File: src/rtl/multiplicador_seq16.sv
// Sequential shift-and-add unsigned multiplier, 8x8 -> 16 bits.
// The multiplicand is shifted through a 16-bit logical left shifter once per iteration.

module DeslocaEsq16 (
  input  logic [15:0] dado_i,
  output logic [15:0] dado_o
);
  assign dado_o = {dado_i[14:0], 1'b0};
endmodule

module multiplicador_seq16 #(
  parameter int N = 8
) (
  input  logic           clk,
  input  logic           rst,
  input  logic           inicio,
  input  logic [N-1:0]   A,
  input  logic [N-1:0]   B,
  output logic [2*N-1:0] produto,
  output logic           ocupado,
  output logic           pronto
);

  typedef enum logic [1:0] {OCIOSO, CALCULA, FIM} estado_t;

  estado_t        estado_q;
  logic [2*N-1:0] mcand_q, mcand_d;
  logic [N-1:0]   mplier_q, mplier_d;
  logic [2*N-1:0] acc_q, acc_d;
  logic [2:0]     cont_q, cont_d;
  logic [2*N-1:0] produto_q;
  logic           ocupado_q, pronto_q;

  DeslocaEsq16 u_desloca (
    .dado_i (mcand_q),
    .dado_o (mcand_d)
  );

  // One iteration: conditional add, multiplier shifted right, counter advanced.
  always_comb begin
    acc_d    = mplier_q[0] ? acc_q + mcand_q : acc_q;
    mplier_d = {1'b0, mplier_q[N-1:1]};
    cont_d   = cont_q + 3'd1;
  end

  // Fixed eight-iteration run; no early exit, so latency never depends on operands.
  always_ff @(posedge clk) begin
    if (rst) begin
      estado_q  <= OCIOSO;
      mcand_q   <= '0;
      mplier_q  <= '0;
      acc_q     <= '0;
      cont_q    <= '0;
      produto_q <= '0;
      ocupado_q <= 1'b0;
      pronto_q  <= 1'b0;
    end else begin
      case (estado_q)
        OCIOSO: begin
          pronto_q <= 1'b0;
          if (inicio) begin
            mcand_q   <= {{N{1'b0}}, A};
            mplier_q  <= B;
            acc_q     <= '0;
            cont_q    <= '0;
            ocupado_q <= 1'b1;
            estado_q  <= CALCULA;
          end
        end
        CALCULA: begin
          acc_q    <= acc_d;
          mcand_q  <= mcand_d;
          mplier_q <= mplier_d;
          cont_q   <= cont_d;
          if (cont_q == 3'd7) begin
            produto_q <= acc_d;
            ocupado_q <= 1'b0;
            pronto_q  <= 1'b1;
            estado_q  <= FIM;
          end
        end
        FIM: begin
          pronto_q <= 1'b0;
          estado_q <= OCIOSO;
        end
        default: begin
          ocupado_q <= 1'b0;
          pronto_q  <= 1'b0;
          estado_q  <= OCIOSO;
        end
      endcase
    end
  end

  assign produto = produto_q;
  assign ocupado = ocupado_q;
  assign pronto  = pronto_q;

endmodule

File: config.mk
export PLATFORM = sky130hd
export DESIGN_NAME = multiplicador_seq16
export DESIGN_NICKNAME = d
export VERILOG_FILES = /design/src/rtl/multiplicador_seq16.sv
export SDC_FILE = /design/constraint.sdc
export NUM_CORES = 1
export LEC_CHECK = 0
export CAP_MARGIN = 20
export CORE_ASPECT_RATIO = 0.5
export CORE_UTILIZATION = 33
export DETAILED_ROUTE_END_ITERATION = 7
export SYNTH_ARGS = -nofsm -noshare
export SYNTH_HDL_FRONTEND = slang
export SYNTH_SLANG_ARGS = --single-unit
File: constraint.sdc
create_clock -name clk -period 5.7 [get_ports clk]
set_input_delay 1.425 -clock clk [delete_from_list [all_inputs] [get_ports clk]]
set_output_delay 1.425 -clock clk [all_outputs]
set_load 0.01 [all_outputs]
==> out/metrics.cfg <==
[sta]
holdWs_ns=0.474
fin_skew_ns=0.00538
finalSetupViolations=0
timing.final.crit_share=0.573
finalCriticalPeriod_ns=3.27
finalHoldViolCount=0
worstMarginPinSlew_ns=0.934
rsz0062_at_grt=no
relSlewSlack=0.377
maxSlewViolCount=0
fmax_ghz=0.306
tns_ns=0

[die]
rows=24
initial_core_util=0.350
core_area_um2=8980
fp.dieArea_um2=9950
die_x_um=140
die_h_um=71.1
io_pins=37

[cells_and_area]
final_cells=521
drive_gt1_frac=0.0718
area_growth_pct=24.8
fillerInstances=877
nets=436
postLayoutCellArea_um2=3930
num_antenna_cells=0

[yosys]
syn_area_um2=3150
syn_area_per_cell_um2=8.60
synth_fp_nets=403
synth_top_area_share=0.401
yosysMostFrequentCell=dfxtp_1
async_flop_share=0
synth_edf_count=0
synthDistinctLibCells=50
syn_inst=366
yosys.area.top_type=dfxtp_1
synthFlopType=dfxtp_1
synth_commonest_cells=dfxtp_1, nand2_1, nor2_1, a21oi_1, ha_1
ys_top_cells_by_area=dfxtp_1, ha_1, nand2_1
ys_warn_count=0
ys_seq_area_frac=0.401
synth_seq_cells=63

[drt]
dr_total_vias=2673
highest_layer=met4
vias_per_cell=5.13
route.met2.wl_um=2910
route.detailed.drc=0
wl_um=7690
drt_iter0_drc=209
drtPass1Iterations=4
met3_length_um=481
detail_route.wl_per_cell_um=14.8
wl_met1_um=4240
ant_nets=0

[cts]
cts_tree=done
h-tree-depth=3
clkTransAtPathRegs_ns=0.05
clock_sinks=63
hold_buffers=0
worstSkewPairLatency_ns=0.33
clk_path_buf_depth=2
cts_root_buf=clkbuf_16
cts_buffers=9
ctsResizeCount=0
post_cts_buffers=0

[status]
status=complete, no violations

[setup_path]
critical-path-slowest-cell=clkdlybuf4s50_1
crit_type=input port to flop
cp.arrival_ns=3.49
reg2regPathDepth=9
critical_path_required_ns=5.92
slowest_delay_ns=0.45
cp-end-kind=flop
crit_family=buffers and inverters
r2r_start=mcand_q[0]$_SDFFE_PP0P_
crit_fanout=40
cp_cell_sequence=clkdlybuf4s50_1 -> buf_4 -> inv_1 -> nand2_1 -> o22ai_1 -> a22o_1
cp-startpoint=rst
critPathLaunchType=input port
cp.depth=6
path_buf_inv=3

[placed_design]
port_buffers=36
dp_hpwl_um=5490
dp.cells=505
place.gp.congestion=0.847
dpl_cell_area_um2=3620

[global_routing]
grt_use_total=0.173
grt_pass1_wl_um=13000
antenna_found_initial=0
grt_pass1_vias=2550
grt.overflow.total=0
grt_start_max_net_pins=41

[power_and_ir_drop]
p_leak_nw=1.60
power_density_nw_per_um2=286
vdd_drop_max_mv=0.153
total_power_mw=1.12

[min_path]
hold_class=flop to flop
hold_depth=2
min-delay-start=mplier_q[5]$_SDFFE_PP0P_

[flow_run]
max_cap_violations=0

## layer usage
| metal | vias to the layer above | track usage |
|---|---|---|
| met3 | 4 | 0.0542 |
| li1 | 1410 | - |
| met1 | 1207 | 0.257 |
| met2 | 52 | 0.227 |
| met4 | 0 | 0.0623 |
| met5 | - | 0 |
## report_power, final
part           leakage [nW]  internal (mW)  switching, mW
sequential            0.512          0.454         0.0111
clock                 0.156          0.372          0.188
combinational         0.931         0.0387         0.0584
## worst paths after layout
path	to	slack (ns)
min reg2reg	mplier_q[4]$_SDFFE_PP0P_	0.47
min	mplier_q[4]$_SDFFE_PP0P_	0.47
max reg2reg	produto[12]$_SDFFE_PP0P_	3.01
max	acc_q[10]$_SDFFE_PP0P_	2.43
## metrics by stage
step           utilization  setup WS, ns
5_1_grt              0.437          2.21
3_3_place_gp         0.403          2.15
4_1_cts              0.437          2.46
2_1_floorplan            -          3.31
3_5_place_dp         0.403          2.11
6_report             0.437          2.43
## registers in the layout (all words and copies together) (netlist names)
name,cells
acc_q,16
cont_q,3
estado_q,2
mcand_q,16
pronto,1
mplier_q,8
produto,16
ocupado,1
## logic make-up after synthesis
group                    after synthesis  share of synthesized area
XOR/XNOR                              12                     0.0334
AND/OR/NAND/NOR                      132                      0.188
AO/OA/AOI/OAI                        111                      0.253
flip-flops                            63                      0.401
adder cells (fa/ha/maj)               18                     0.0740
buffers and inverters                 23                     0.0278
multiplexers                           7                     0.0223
## area by class of cell
| cell class | instances | area, µm² | area share |
|---|---|---|---|
| Inverter | 5 | 18.8 | 0.00478 |
| Sequential cell | 63 | 1260 | 0.321 |
| Timing Repair Buffer | 40 | 390 | 0.0994 |
| Multi-Input combinational cell | 280 | 1800 | 0.458 |
| Clock inverter | 3 | 40.0 | 0.0102 |
| Clock buffer | 13 | 270 | 0.0688 |
| Tap cell | 117 | 146 | 0.0373 |
## layout by cell type, fill, tap and decap left out, types with 5 or more instances in the layout
| cell | instances |
|---|---|
| dfxtp_1 | 63 |
| nor2_1 | 47 |
| clkdlybuf4s50_1 | 36 |
| a311oi_1 | 16 |
| xnor2_1 | 6 |
| nand2b_1 | 5 |
| a31oi_1 | 6 |
| o21ai_0 | 15 |
| a21oi_1 | 20 |
| nand2_1 | 49 |
| xor2_1 | 6 |
| o21ai_1 | 7 |
| a22oi_1 | 8 |
| ha_1 | 17 |
| a21o_1 | 9 |
| mux2i_1 | 7 |
| clkbuf_16 | 9 |
| a211oi_1 | 7 |
| a22o_1 | 9 |
| and3_1 | 5 |
## worst register-to-register path: stages, from the launching register on
cell and delay, ns:
dfxtp_1 0.36, ha_1 0.25, fa_1 0.45, a21o_1 0.22
a221oi_2 0.40, o21ai_2 0.15, a221oi_2 0.34, mux2i_1 0.23
nand2_1 0.07, a31oi_1 0.16
Power figures use the tool's default switching activity.
